**src/rtl/record_serializer.sv**
```systemverilog
// Record-to-beat serializer: captures one {r, th, lanes} record per handshake
// and replays it as NLANES+1 64-bit beats, header first, then lanes high to low.
module record_serializer #(
  parameter int NLANES = 3,
  parameter int CNT_W  = 16
) (
  input  logic                  clk,
  input  logic                  rst_n,
  input  logic                  in_valid,
  output logic                  in_ready,
  input  logic [31:0]           in_hdr_r,
  input  logic [31:0]           in_hdr_th,
  input  logic [NLANES*64-1:0]  in_lanes,
  output logic                  out_valid,
  input  logic                  out_ready,
  output logic [63:0]           out_data,
  output logic                  out_last,
  output logic [CNT_W-1:0]      rec_count,
  output logic [1:0]            dbg_state
);

  localparam int IDX_W = 4;

  // Handshake rule on both sides: a transfer happens on a rising edge where
  // valid and ready are both high; valid never depends combinationally on ready.
  typedef enum logic [1:0] {
    S_IDLE = 2'd0,
    S_HDR  = 2'd1,
    S_LANE = 2'd2
  } state_t;

  state_t                r_state;
  state_t                w_next;
  logic [IDX_W-1:0]      r_idx;
  logic [IDX_W-1:0]      w_idx_next;
  logic [63:0]           r_hdr;
  logic [NLANES*64-1:0]  r_lanes;
  logic                  w_accept;
  logic                  w_done;

  assign dbg_state = r_state;
  assign w_accept  = in_valid && in_ready;
  assign w_done    = (r_state == S_LANE) && (r_idx == '0) && out_ready;

  always_comb begin
    w_next     = r_state;
    w_idx_next = r_idx;
    in_ready   = 1'b0;
    out_valid  = 1'b0;
    out_data   = '0;
    out_last   = 1'b0;
    case (r_state)
      S_IDLE: begin
        in_ready = 1'b1;
        if (in_valid) w_next = S_HDR;
      end
      S_HDR: begin
        out_valid = 1'b1;
        out_data  = r_hdr;
        if (out_ready) begin
          w_next     = S_LANE;
          w_idx_next = IDX_W'(NLANES - 1);
        end
      end
      S_LANE: begin
        out_valid = 1'b1;
        out_data  = r_lanes[int'(r_idx)*64 +: 64];
        out_last  = (r_idx == '0);
        if (out_ready) begin
          if (r_idx != '0) begin
            w_idx_next = r_idx - IDX_W'(1);
          end else begin
            // Last beat leaving frees the holding register for a same-cycle refill.
            in_ready = 1'b1;
            w_next   = in_valid ? S_HDR : S_IDLE;
          end
        end
      end
      default: w_next = S_IDLE;
    endcase
  end

  always_ff @(posedge clk or negedge rst_n) begin
    if (!rst_n) begin
      r_state   <= S_IDLE;
      r_idx     <= '0;
      r_hdr     <= '0;
      r_lanes   <= '0;
      rec_count <= '0;
    end else begin
      r_state <= w_next;
      r_idx   <= w_idx_next;
      if (w_accept) begin
        r_hdr   <= {in_hdr_r, in_hdr_th};
        r_lanes <= in_lanes;
      end
      if (w_done) rec_count <= rec_count + CNT_W'(1);
    end
  end

endmodule
```
**config.mk**
```make
export PLATFORM = sky130hd
export DESIGN_NAME = record_serializer
export DESIGN_NICKNAME = d
export VERILOG_FILES = /design/src/rtl/record_serializer.sv
export SDC_FILE = /design/constraint.sdc
export NUM_CORES = 1
export LEC_CHECK = 0
export CELL_PAD_IN_SITES_DETAIL_PLACEMENT = 1
export CELL_PAD_IN_SITES_GLOBAL_PLACEMENT = 1
export CORE_ASPECT_RATIO = 1.5
export CORE_MARGIN = 1.5
export CORE_UTILIZATION = 35
export DETAILED_ROUTE_END_ITERATION = 6
export PLACE_DENSITY_LB_ADDON = 0.15
export SYNTH_ARGS = -nofsm -noshare
export SYNTH_HDL_FRONTEND = slang
export SYNTH_SLANG_ARGS = --single-unit
```
**constraint.sdc**
```tcl
create_clock -name clk -period 2.38 [get_ports clk]
set_clock_uncertainty 0.15 [all_clocks]
set_input_delay 0.595 -clock clk [delete_from_list [all_inputs] [get_ports clk]]
set_output_delay 0.595 -clock clk [all_outputs]
set_load 0.02 [all_outputs]
```
==> impl_metrics.toml <==
[logic_synthesis]
ys_types = 40
syn-num-nets = 1345
synthTopCellsByArea = "dfrtp_1, mux2_2, mux2i_1"
syn_area_mm2 = 0.0135
syn_area_per_cell_um2 = 12.5
synth-seq-cells = 278
yosysTopAreaCell = "dfrtp_1"
ys_seq_area_frac = 0.517
yosys.area.top_type_share = 0.517
netlist_instances = 1078
ys.warnings.count = 0

[placed_design]
dp.cells = 1925
io_buffers = 344
place_ws_ps = -501
gp_congestion = 0.764
hpwl_mm = 30.2

[finish]
drive_gt1_frac = 0.461
register_area_mm2 = 0.00697
multi_input_area_mm2 = 0.00754
fin_util = 0.603
layout.nets = 1837
final_cells = 2082
fillers = 3605
areaGrowthSynthToFinish_pct = 69.4

[power_and_ir_drop]
comb_power_share = 0.581
power_per_cell_area_mw_per_mm2 = 1420
p_total_mw = 32.4
p_leak_nw = 10.1
clkPwrFrac = 0.155
p_int_mw = 21.3
p_sw_frac = 0.343
power_switching_mw = 11.1
power_frac_seq = 0.265
ir_drop_v = 0.000730

[die]
fp-row-count = 87
coreArea_mm2 = 0.0378
die-area_mm2 = 0.0397
fp.dieW_um = 163
die_h_um = 243
ios = 345
start_util = 0.356

[status]
outcome = "complete, but fails checks"
violations = "setup timing"

[timing]
slew_violations = 0
period_share = 1.26
finalWorstSetupSlack_ps = -618
final-hold-violation-count = 0
setup_viol = 323
fmaxAchievable_ghz = 0.334
rsz0062_at_grt = "yes"
max_slew.worst_pin.slew_ps = 479
slew_headroom = 0.681
min_period_ps = 3000
tns_ps = -113090

[setup_path]
r2r_end = "r_lanes[184]$_DFFE_PN0P_"
cp_num_buf_inv = 3
critical_path_depth = 7
crit_end = "out_data[18]"
reg2reg_slack_ps = -410
path_cells = "nor2b_4, buf_12, clkbuf_16, and2_4, o21ai_2, a21boi_2, buf_6"
critPathLaunchType = "register"
crit_slowest_cell = "dfrtp_4"
worstReg2RegStart = "r_idx[0]$_DFFE_PN0P_"
cp.arrival_ps = 2250
endpoint_kind = "primary output"
cpPeakStageDelay_ps = 570
reg2regPathDepth = 14
critPathTopFamily = "flip-flops"
worstSetupStartpoint = "r_idx[0]$_DFFE_PN0P_"
worstSetupPathType = "reg -> out"
worst-path-max-fanout = 8
worstPathRequired_ps = 1630

[route]
first_pass_iters = 6
drt_iter0_drc = 378
vias_per_cell = 5.02
vias = 10500
wire_per_inst_um = 25.2
finalWirelength_mm = 52.6
drcViolationCount = 0
final_antenna_net_count = 0

[cts]
cts-root-buf = "clkbuf_16"
clk_latency_ps = 570
numCtsBuffers = 30
h-tree-depth = 1
cts_tree = "yes"
clk_pin_slew_ps = 60
clock_path_buffers = 3
cts_sinks = 278

[grt]
grt_overflow = 0
grt_antenna_before_repair = 4
grt_pass1_vias = 11900
grt_max_degree = 53
grt_usage = 0.245
grt_pass1_wl_mm = 73.2

[hold_path]
hold_path.class = "reg -> reg"
hold_start = "rec_count[15]$_DFFE_PN0P_"
hold_depth = 1

[job]
maxCapViolCount = 0
[timing repair]
item,4_1_cts,5_1_grt
gates cloned,22,24
endpoints found under the setup margin,334,345
pin swaps,20,44
hold endpoints to repair,39,0
hold buffers,1,0
gates resized for setup,503,193
buffers inserted,37,35
[power by group through the flow]
stage               Sequential, mW  Combinational, mW  Clock [mW]
floorplan                     8.00               9.77           0
global placement              8.33               13.5           0
detailed placement            8.43               13.7           0
CTS                           8.45               16.2        5.09
global route                  8.81               19.7        5.27
finish                        8.57               18.8        5.00
[cell usage after synthesis (all sizes together)]
cell type,n
dfrtp,278
mux2,259
nand2,75
nor2,70
o21ai,68
a21boi,65
mux2i,65
and2,64
buf,36
clkbuf,34
xnor2,12
inv,11
nand3,9
ha,7
nand4,3
nor3,3
or3,3
xor2,3
a2bb2oi,2
nor2b,2
nor4,2
a21oi,1
a22o,1
and3,1
nand2b,1
nand4bb,1
nor3b,1
o22a,1
[area by class of cell]
cell class,count,share of cell area
clock inverter,6,0.00461
inverter,11,0.00269
tap,489,0.0268
antenna,3,0.000329
clock buffer,46,0.0409
multi-input combinational,719,0.331
sequential,278,0.306
timing repair buffer,530,0.288
[how the worst min path moves through the flow]
stage                                           end
after floorplan            dbg_state[0]$_DFFE_PN0P_
after global placement    rec_count[15]$_DFFE_PN0P_
after detailed placement  rec_count[15]$_DFFE_PN0P_
after CTS                 rec_count[15]$_DFFE_PN0P_
after global routing      rec_count[15]$_DFFE_PN0P_
final                     rec_count[15]$_DFFE_PN0P_
[metal layers]
metal	GRT usage	vias to the layer above	share of wire
li1	-	4709	-
met1	0.285	5358	0.38
met2	0.457	293	0.54
met3	0.0414	92	0.047
met4	0.0621	2	0.032
met5	0	-	0.00021
[layout by cell type, fill, tap and decap left out, types with 18 or more instances in the layout]
| cell type | instances |
|---|---|
| dfrtp_1 | 274 |
| clkdlybuf4s50_1 | 260 |
| mux2_4 | 256 |
| buf_4 | 75 |
| nand2_1 | 73 |
| buf_6 | 67 |
| nor2_1 | 66 |
| mux2i_1 | 63 |
| buf_12 | 55 |
| o21ai_2 | 51 |
| clkbuf_16 | 48 |
| a21boi_2 | 46 |
| and2_1 | 34 |
| and2_4 | 28 |
| buf_16 | 20 |
| a21boi_4 | 18 |
[state kept, by name, summed over array words and instances (netlist names)]
name / count
dbg_state: 2
r_lanes: 192
rec_count: 16
r_idx: 4
r_hdr: 64
[cells by family after synthesis]
kind of cell | share of synthesized area
AOI/OAI and AO/OA | 0.0654
muxes | 0.265
adders and majority gates | 0.00651
DFF | 0.517
buffers and inverters | 0.0529
xor gates and xnor gates | 0.00976
and+or+nand+nor | 0.0834
[per-stage QoR]
step                instance area, um2  hold WS (ps)
floorplan                        14800           149
detailed placement               19200           329
finish                           22800           337
global route                     22800           361
global placement                 19200           315
CTS                              21600           342
[worst register-to-register path: cells and delay by family (launching register included)]
kind	cells	cell delay [ps]
compound gates	1	200
fa+ha+maj	1	140
buf+inv	9	1130
flops	1	570
mux	1	290
simple gates	2	200
Note: power is estimated with default switching activity, not from simulation.
